<file path="src/rtl/breg_wb.sv">
// -----------------------------------------------------------------------------
// breg_wb : write-back sequencer for the 16-entry banked register file.
//
// Execution units hand write requests in over a valid/ready handshake. The
// requests are buffered in a DEPTH-entry circular FIFO and drained strictly in
// order onto the register file's single write port. XOR writes depend on
// order, so entries are never merged or reordered.
//
// A combinational scoreboard query (q_ra -> q_busy) reports whether any
// pending write will modify register q_ra. The register file mirrors the low
// bank, so a write to r0..r7 also updates r8..r15. The query takes that into
// account.
//
// Optional feature macro: BREG_WB_BYPASS_EN
//   defined   : an incoming request that finds the FIFO empty while the port is
//               free drives the write port in the same cycle and is not stored.
//               q_busy also matches that request.
//   undefined : every request passes through the FIFO. The write port fields
//               come straight from storage registers.
//
// Word width comes from `BITNESS (commons.sv). `WORD denotes [`BITNESS-1:0].
// Both macros get local fallback definitions so the file also builds on its
// own.
//
// Parameters:
//   DEPTH     FIFO entries; a power of two, at least 2.
//
// Ports:
//   clk       clock
//   rst       reset, asynchronous, active-high
//   in_valid  request valid
//   in_ready  FIFO can accept a request (level < DEPTH)
//   in_y      1 = overwrite, 0 = XOR into the current value
//   in_wa     target register
//   in_val    write data
//   in_mask   bit write mask
//   hold      register file write port unavailable this cycle
//   w         write strobe to the register file
//   y         overwrite/XOR select of the entry being written
//   wa        write address of the entry being written
//   wval      write data of the entry being written
//   mask      write mask of the entry being written
//   q_ra      scoreboard query register
//   q_busy    a pending write will modify q_ra
//   level     number of entries currently held in the FIFO
//
// Handshake: a request transfers at a rising edge of clk where in_valid and
// in_ready are both high. in_ready depends only on the registered fill level,
// never on whether an entry pops in the same cycle. The sender may therefore
// wait on in_ready without creating a combinational loop. A request that is
// not accepted must stay stable until it is accepted. On the write side there
// is no back-pressure beyond hold. Whenever w is high the register file takes
// the write, and the head entry retires at that edge.
// -----------------------------------------------------------------------------

`ifndef BITNESS
`define BITNESS 8
`endif

`ifndef WORD
`define WORD [`BITNESS-1:0]
`endif

module breg_wb #(
   parameter int DEPTH = 4
) (
   input  logic                       clk,
   input  logic                       rst,
   // request side
   input  logic                       in_valid,
   output logic                       in_ready,
   input  logic                       in_y,
   input  logic [3:0]                 in_wa,
   input  logic `WORD                 in_val,
   input  logic `WORD                 in_mask,
   // register file write port
   input  logic                       hold,
   output logic                       w,
   output logic                       y,
   output logic [3:0]                 wa,
   output logic `WORD                 wval,
   output logic `WORD                 mask,
   // scoreboard query
   input  logic [3:0]                 q_ra,
   output logic                       q_busy,
   // status
   output logic [$clog2(DEPTH):0]     level
);

   localparam int AW = $clog2(DEPTH);
   localparam int LW = AW + 1;

   // ---------------------------------------------------------------------------
   // Storage and pointers
   // ---------------------------------------------------------------------------
   logic              ent_y    [DEPTH];
   logic [3:0]        ent_wa   [DEPTH];
   logic `WORD        ent_val  [DEPTH];
   logic `WORD        ent_mask [DEPTH];

   logic [AW-1:0]     rd_ptr;
   logic [AW-1:0]     wr_ptr;
   logic [LW-1:0]     count;

   logic              fifo_nonempty;
   logic              fifo_w;      // head entry is being written this cycle
   logic              push;        // request enters the FIFO at this edge
   logic              pop;         // head entry retires at this edge
   logic              byp;         // request goes straight to the write port
   logic [DEPTH-1:0]  slot_valid;  // physical slot currently holds an entry
   logic              fifo_busy;   // scoreboard hit among stored entries

   assign fifo_nonempty = (count != '0);
   assign in_ready      = (count < LW'(DEPTH));
   assign fifo_w        = fifo_nonempty && !hold;
   assign pop           = fifo_w;

`ifdef BREG_WB_BYPASS_EN
   // The FIFO is empty, so no stored write can be older than this request.
   // Sending it straight through keeps the ordering intact.
   assign byp = !fifo_nonempty && !hold && in_valid;
`else
   assign byp = 1'b0;
`endif

   // A bypassed request is consumed at this edge without being stored.
   assign push = in_valid && in_ready && !byp;

   // ---------------------------------------------------------------------------
   // Pointer and level bookkeeping
   // ---------------------------------------------------------------------------
   always_ff @(posedge clk or posedge rst) begin
      if (rst) begin
         rd_ptr <= '0;
         wr_ptr <= '0;
         count  <= '0;
      end else begin
         if (push) wr_ptr <= wr_ptr + AW'(1);
         if (pop)  rd_ptr <= rd_ptr + AW'(1);
         // A push and a pop in the same cycle leave the level unchanged.
         case ({push, pop})
            2'b10:   count <= count + LW'(1);
            2'b01:   count <= count - LW'(1);
            default: count <= count;
         endcase
      end
   end

   // ---------------------------------------------------------------------------
   // Entry storage. Cleared on reset so the head fields never carry X.
   // ---------------------------------------------------------------------------
   always_ff @(posedge clk or posedge rst) begin
      if (rst) begin
         for (int i = 0; i < DEPTH; i++) begin
            ent_y[i]    <= 1'b0;
            ent_wa[i]   <= '0;
            ent_val[i]  <= '0;
            ent_mask[i] <= '0;
         end
      end else if (push) begin
         ent_y[wr_ptr]    <= in_y;
         ent_wa[wr_ptr]   <= in_wa;
         ent_val[wr_ptr]  <= in_val;
         ent_mask[wr_ptr] <= in_mask;
      end
   end

   // ---------------------------------------------------------------------------
   // Write port
   // ---------------------------------------------------------------------------
`ifdef BREG_WB_BYPASS_EN
   assign w    = fifo_w || byp;
   assign y    = byp ? in_y    : ent_y[rd_ptr];
   assign wa   = byp ? in_wa   : ent_wa[rd_ptr];
   assign wval = byp ? in_val  : ent_val[rd_ptr];
   assign mask = byp ? in_mask : ent_mask[rd_ptr];
`else
   assign w    = fifo_w;
   assign y    = ent_y[rd_ptr];
   assign wa   = ent_wa[rd_ptr];
   assign wval = ent_val[rd_ptr];
   assign mask = ent_mask[rd_ptr];
`endif

   assign level = count;

   // ---------------------------------------------------------------------------
   // Scoreboard
   // ---------------------------------------------------------------------------

   // A write to r0..r7 also lands in its mirror r8..r15.
   function automatic logic wa_hits(input logic [3:0] ewa, input logic [3:0] ra);
      return (ewa == ra) || (!ewa[3] && ({1'b1, ewa[2:0]} == ra));
   endfunction

   // A slot is occupied when its distance from the read pointer (modulo DEPTH)
   // is below the fill level. This also covers the full case, where the two
   // pointers are equal.
   always_comb begin
      slot_valid = '0;
      for (int j = 0; j < DEPTH; j++) begin
         slot_valid[j] = ({1'b0, AW'(AW'(j) - rd_ptr)} < count);
      end
   end

   // The head stays visible while it is being strobed. It clears only after
   // the edge at which it retires.
   always_comb begin
      fifo_busy = 1'b0;
      for (int j = 0; j < DEPTH; j++) begin
         if (slot_valid[j] && wa_hits(ent_wa[j], q_ra)) fifo_busy = 1'b1;
      end
   end

`ifdef BREG_WB_BYPASS_EN
   assign q_busy = fifo_busy || (byp && wa_hits(in_wa, q_ra));
`else
   assign q_busy = fifo_busy;
`endif

endmodule
</file>
<file path="config.mk">
export PLATFORM = sky130hd
export DESIGN_NAME = breg_wb
export DESIGN_NICKNAME = d
export VERILOG_FILES = /design/src/rtl/breg_wb.sv
export SDC_FILE = /design/constraint.sdc
export NUM_CORES = 1
export LEC_CHECK = 0
export CAP_MARGIN = 20
export CORE_ASPECT_RATIO = 2
export CORE_MARGIN = 10
export CORE_UTILIZATION = 40
export CTS_CLUSTER_SIZE = 30
export DETAILED_ROUTE_END_ITERATION = 6
export GPL_TIMING_DRIVEN = 0
export HOLD_SLACK_MARGIN = 0.15
export PLACE_DENSITY_LB_ADDON = 0.15
export SETUP_SLACK_MARGIN = 0.2
export SLEW_MARGIN = 20
export SYNTH_ARGS = -nofsm -noshare
export SYNTH_HDL_FRONTEND = slang
export SYNTH_SLANG_ARGS = --single-unit
</file>
<file path="constraint.sdc">
create_clock -name clk -period 3 [get_ports clk]
set_clock_uncertainty 0.15 [all_clocks]
set_input_delay 0.6 -clock clk [delete_from_list [all_inputs] [get_ports clk]]
set_output_delay 0.6 -clock clk [all_outputs]
set_load 0.05 [all_outputs]
</file>
After elaboration in Yosys (flattened, before gate mapping) --
Cells that the tools add are included.
Storage, ports and cells: flip-flop bits (word level) 91, bits in latches 0, RAM bits 0, bits in read-only memories 0, input bits 29, output and inout port bits 27, logic and storage cells 96, memories 0
Cells by class: add/subtract/negate cells 8, $mul 0, div/mod/pow operators 0, $lt $le $gt $ge 8, equality and inequality tests 10, shift operators 0, multiplexer cells 27, bitwise gates (word level) 2, reductions and logical operators 22
Operator list (count):
- $bwmux W32 | 2
- $mux W8 | 5
- $bmux W8 S2 | 2
- $eq A4 B4 Y1 | 8
- $bwmux W16 | 1
- $demux W8 S2 | 1
- $lt A2 B3 Y1 | 4
- $mux W4 | 3
- $logic_and A1 B1 Y1 | 11
- $bmux W4 S2 | 1
- $demux W4 S2 | 1
- $mux W1 | 7
- $ge A3 B3 Y1 const B | 2
- $not A2 Y3 | 2
- $pmux W3 S2 | 1
- $logic_not A1 Y1 | 5
- $add A2 B1 Y2 const B | 2
- $bwmux W4 | 1
- $logic_or A1 B1 Y1 | 4
- $sub A1 B2 Y2 const A | 2
- $sub A2 B2 Y2 const A | 2
- $add A3 B1 Y3 const B | 1
- $lt A3 B1 Y1 const B | 1
- $lt A3 B3 Y1 const B | 1
- 7 further kinds | 7

Longest topological paths before layout --
Gate-level depths: netlist of the first run.
depth after elaboration 8, gate-level depth with buffers 9, depth with buffers taken out 8

Least setup slack after synthesis of the first run --
Ideal clock, no wire load.
path kind register -> register, start point register count[2], in the netlist level[2], end point register count[2], in the netlist level[2], library setup time 0.141 ns, arrival 3.224 ns, data required time 2.709 ns, path slack -0.515 ns, stages on the path, launching flop included 9, path buffers 0, period minus slack after synthesis 3.515 ns, cells stage by stage dfrtp_1 > inv_1 > a31oi_1 > ha_1 > inv_1 > fa_1 > xor2_1 > nor2_1 > xnor2_1
Between the ends: longest elaborated chain between the ends 4, elaborated cells between the ends (all ways) 10, those cells by class 2 x add/sub; 1 x order compare; 2 x eq/ne; 1 x mux; 4 x reduce/logical
RTL lines:
- start, declared | line 103 | logic [LW-1:0] count;
- start signal, assigned | line 142 | 2'b10: count <= count + LW'(1);
- start signal, assigned | line 143 | 2'b01: count <= count - LW'(1);
- start signal, assigned | line 144 | default: count <= count;
- $lt A3 B3 Y1 * | line 114 | assign in_ready = (count < LW'(DEPTH));
- net in_ready | line 71 | output logic in_ready,
- $logic_and A1 B1 Y1 * | line 127 | assign push = in_valid && in_ready && !byp;
- $eq A2 B1 Y1 / $eq A2 B2 Y1 (equally long branches) | line 141 | case ({push, pop})
- $pmux W3 S2 / $reduce_bool A2 Y1 (equally long branches)
Mark *: on every way through the listed nets, which the timed path passes. The rest lies on a longest branch. A chain may end at the register's enable or synchronous reset.

Final worst setup path of the first run --
start point input q_ra[0], end point output q_busy
Between the ends: longest elaborated chain between the ends 8, elaborated cells between the ends (all ways) 24, those cells by class 8 x eq/ne; 4 x mux; 12 x reduce/logical
RTL lines:
- start, declared | line 84 | input logic [3:0] q_ra,
- $eq A4 B4 Y1 | line 193 | return (ewa == ra) || (!ewa[3] && ({1'b1, ewa[2:0]} == ra));
- $logic_and A1 B1 Y1 | line 193
- $logic_or A1 B1 Y1 | line 193
- $logic_and A1 B1 Y1 | line 211 | if (slot_valid[j] && wa_hits(ent_wa[j], q_ra)) fifo_busy = 1'b1;
- $mux W1 (3 in series) | line 211
- $mux W1 * | line 211
- end, declared | line 85 | output logic q_busy,
Every way passes the cells marked *; elsewhere a longest branch is shown, timed or not.

==> load_flow_metrics.sql, run 1 <==
INSERT INTO impl_metrics (metric_group, metric, value, unit) VALUES
('synthesis', 'netlist-cell-type-count', '23', ''),
('finish', 'final_core_utilization', '50.7', '%'),
('timing', 'fmax', '356', 'MHz'),
('global_route', 'via_count_of_the_first_global_routing_pass', '2923', ''),
('die', 'die_h', '173', 'microns'),
('setup_path', 'worst-path-max-fanout', '4', ''),
('setup_path', 'crit_path_to', 'q_busy', ''),
('clocking', 'clk_pin_slew', '0.07', 'ns'),
('finish', 'post_layout_nonfiller_instances', '493', ''),
('routing', 'remaining_drc_errors', '0', ''),
('timing', 'worst_pin_slew', '0.709', 'ns'),
('finish', 'post_route_cells_drive_above_1_share', '45.6', '%'),
('synthesis', 'synth_register_bits', '91', ''),
('finish', 'nets', '385', ''),
('finish', 'most_common_cell_after_layout_fill_and_taps_aside', 'sky130_fd_sc_hd__dfrtp_1', ''),
('timing', 'finalMaxSlewViolations', '0', ''),
('clocking', 'cts_buffer_depth', '2', ''),
('global_route', 'grtUsageTotal', '13.2', '%'),
('die', 'std_cell_rows', '55', ''),
('routing', 'drt_iter0_drc', '40', ''),
('clocking', 'cts_sinks', '91', ''),
('status', 'run_status', 'finished clean', ''),
('timing', 'report.final.setup_viol', '0', ''),
('setup_path', 'worstSetupPathType', 'input port to output port', ''),
('global_route', 'grt_pass1_wl', '16.8', 'mm'),
('clocking', 'clock_latency', '0.33', 'ns'),
('clocking', 'cts_tree', 'done', ''),
('placement', 'gp_weighted_congestion', '0.763', ''),
('routing', 'wirelength', '10.1', 'mm'),
('synthesis', 'synthCells', '278', ''),
('timing', 'max_slew_margin', '52.7', '%'),
('routing', 'detail_route.vias_per_cell', '5.10', ''),
('setup_path', 'rrSetupSlack', '0.83', 'ns'),
('timing', 'timing.final.hold_violations', '0', ''),
('finish', 'antennaDiodeCount', '0', ''),
('die', 'io_pins', '56', ''),
('synthesis', 'mappedNetlistArea', '4660', 'sq um'),
('die', 'core_area', '11400', 'sq um'),
('synthesis', 'syn_nets', '317', ''),
('clocking', 'post-cts-setup-buffers', '0', ''),
('die', 'start_util', '41.1', '%'),
('setup_path', 'worstSetupEndpointType', 'output port', ''),
('placement', 'dp_cells', '477', ''),
('global_route', 'gr-total-overflow', '0', ''),
('setup_path', 'critPathLaunch', 'q_ra[0]', ''),
('clocking', 'clock-root-buffer', 'sky130_fd_sc_hd__clkbuf_16', ''),
('finish', 'most-common-layout-cells', 'sky130_fd_sc_hd__dfrtp_1, sky130_fd_sc_hd__mux2_4, sky130_fd_sc_hd__clkdlybuf4s50_1, sky130_fd_sc_hd__mux4_2, sky130_fd_sc_hd__buf_6', ''),
('synthesis', 'ys_seq_area_share', '48.8', '%'),
('clocking', 'cts_max_level', '3', ''),
('min_path', 'hold_path.class', 'register to register', ''),
('finish', 'synthesis_to_finish_area_growth', '23.5', '%'),
('clocking', 'tritoncts_buffer_count', '9', ''),
('synthesis', 'avgSynthCellArea', '16.8', 'sq um'),
('routing', 'average_detailed_routed_wire_length_per_instance', '20.5', 'microns'),
('routing', 'postRouteAntennaNets', '0', ''),
('die', 'die-area', '16600', 'sq um'),
('run', 'cap_violations', '0', ''),
('global_route', 'antenna_found_initial', '0', ''),
('placement', 'number_of_port_buffers', '55', ''),
('timing', 'period_share', '93.7', '%'),
('synthesis', 'yosys_warnings', '0', ''),
('setup_path', 'required', '2.25', 'ns'),
('routing', 'dr.pass1.iters', '4', ''),
('timing', 'rsz_0062_raised_after_global_routing', 'yes', ''),
('placement', 'dp_hpwl', '7.25', 'mm'),
('finish', 'fill_cells', '985', ''),
('global_route', 'grt_start_max_net_pins', '34', ''),
('setup_path', 'r2r-end', 'level[2]$_DFFE_PP0P_', ''),
('setup_path', 'reg2regPathDepth', '8', ''),
('setup_path', 'worst_setup_path_start_kind', 'input port', ''),
('routing', 'routed-via-count', '2513', ''),
('die', 'die_w', '96.4', 'microns'),
('timing', 'crit_path_time_final', '2.81', 'ns'),
('setup_path', 'cp_data_arrival_time', '2.06', 'ns'),
('setup_path', 'reg2reg_from', 'level[2]$_DFFE_PP0P_', '');
final cells by class:
type	instances	area (sq um)	share of cell area, %
plain buffers	15	169	2.93
clock buffers	9	225	3.91
clock inverters	7	91.3	1.59
inverters	11	45.0	0.782
multi-input cells	161	2240	38.9
flip-flops and latches	91	2280	39.5
well taps	142	178	3.08
repair buffers	57	537	9.32
state kept, by name, summed over array words and instances (netlist names):
signal / flops
wr_ptr: 2
ent_y: 4
ent_wa: 16
ent_val: 32
ent_mask: 32
level: 3
rd_ptr: 2
critical path: stages:
cell and delay, ns:
sky130_fd_sc_hd__clkdlybuf4s50_1 0.53, sky130_fd_sc_hd__xor2_1 0.20, sky130_fd_sc_hd__a2111oi_0 0.28, sky130_fd_sc_hd__o21ai_0 0.14, sky130_fd_sc_hd__nand4_1 0.13, sky130_fd_sc_hd__buf_6 0.17
synth_stat cells, drive strengths merged:
| cell type | n | area [sq um] |
|---|---|---|
| ha | 9 | 113 |
| inv | 11 | 41.3 |
| dfrtp | 91 | 2280 |
| mux4 | 21 | 473 |
| nor2 | 1 | 3.75 |
| a2111oi | 3 | 26.3 |
| xnor2 | 7 | 61.3 |
| a21oi | 5 | 25.0 |
| buf | 15 | 146 |
| o21ai | 5 | 25.0 |
| nand2b | 1 | 6.26 |
| fa | 1 | 20.0 |
| mux2 | 84 | 1250 |
| mux2i | 1 | 10.0 |
| nand4 | 2 | 12.5 |
| nor2b | 1 | 8.76 |
| xor2 | 12 | 105 |
| nand2 | 7 | 56.3 |
| a31oi | 1 | 6.26 |
layer usage:
metal | wire (microns) | vias to the layer above | track usage (%)
li1 | - | 1140 | -
met1 | 4090 | 1322 | 16.2
met2 | 5430 | 40 | 21.7
met3 | 408 | 11 | 3.30
met4 | 188 | 0 | 4.51
met5 | 0 | - | 0
through the flow:
stage | setup slack, ns | hold slack, ns | setup TNS (ns) | area, sq um
after global routing | 0.0792 | 0.371 | 0 | 5760
final | 0.190 | 0.353 | 0 | 5760
after floorplan | 0.0783 | 0.324 | 0 | 4680
after CTS | 0.0199 | 0.359 | 0 | 5740
after detailed placement | -0.546 | 0.341 | -0.546 | 5450
after global placement | -0.548 | 0.335 | -0.548 | 5410
logic make-up after synthesis:
group	synth area share (%)
flops	48.8
xor+xnor	3.57
mux	37.1
compound gates	1.77
buf+inv	4.02
simple gates	1.88
fa+ha+maj	2.84
repair_timing:
item / CTS / global route
setup endpoints to repair: 23 / 14
hold buffers: 0 / 0
gates resized for setup: 50 / 29
pin swaps: 0 / 1
worst min-delay path by stage:
stage	startpoint	to	slack, ns	depth (start not counted)
3_5_place_dp	ent_mask[2]$_DFFE_PP0P_	ent_mask[2]$_DFFE_PP0P_	0.34	1
4_1_cts	ent_val[10]$_DFFE_PP0P_	ent_val[10]$_DFFE_PP0P_	0.36	1
3_3_place_gp	ent_val[6]$_DFFE_PP0P_	ent_val[6]$_DFFE_PP0P_	0.33	1
6_report	ent_val[6]$_DFFE_PP0P_	ent_val[6]$_DFFE_PP0P_	0.35	1
5_1_grt	ent_mask[17]$_DFFE_PP0P_	ent_mask[17]$_DFFE_PP0P_	0.37	1
2_1_floorplan	ent_val[6]$_DFFE_PP0P_	ent_val[6]$_DFFE_PP0P_	0.32	1
Power of run 1 is not shown: default switching activity piles up to over one toggle a cycle in this logic, so the estimate is an artifact.
==> inputs of run 2 (changes only) <==
--- a/config.mk
+++ b/config.mk
@@ -5,12 +5,13 @@
 export SDC_FILE = /design/constraint.sdc
 export NUM_CORES = 1
 export LEC_CHECK = 0
-export CAP_MARGIN = 20
+export CAP_MARGIN = 15
 export CORE_ASPECT_RATIO = 2
 export CORE_MARGIN = 10
 export CORE_UTILIZATION = 40
 export CTS_CLUSTER_SIZE = 30
 export DETAILED_ROUTE_END_ITERATION = 6
+export GPL_ROUTABILITY_DRIVEN = 0
 export GPL_TIMING_DRIVEN = 0
 export HOLD_SLACK_MARGIN = 0.15
 export PLACE_DENSITY_LB_ADDON = 0.15
==> results of run 2 <==
No change in the layout: final DEF, timing and power equal those of run 1.
Power of run 2 is left out for the same reason.
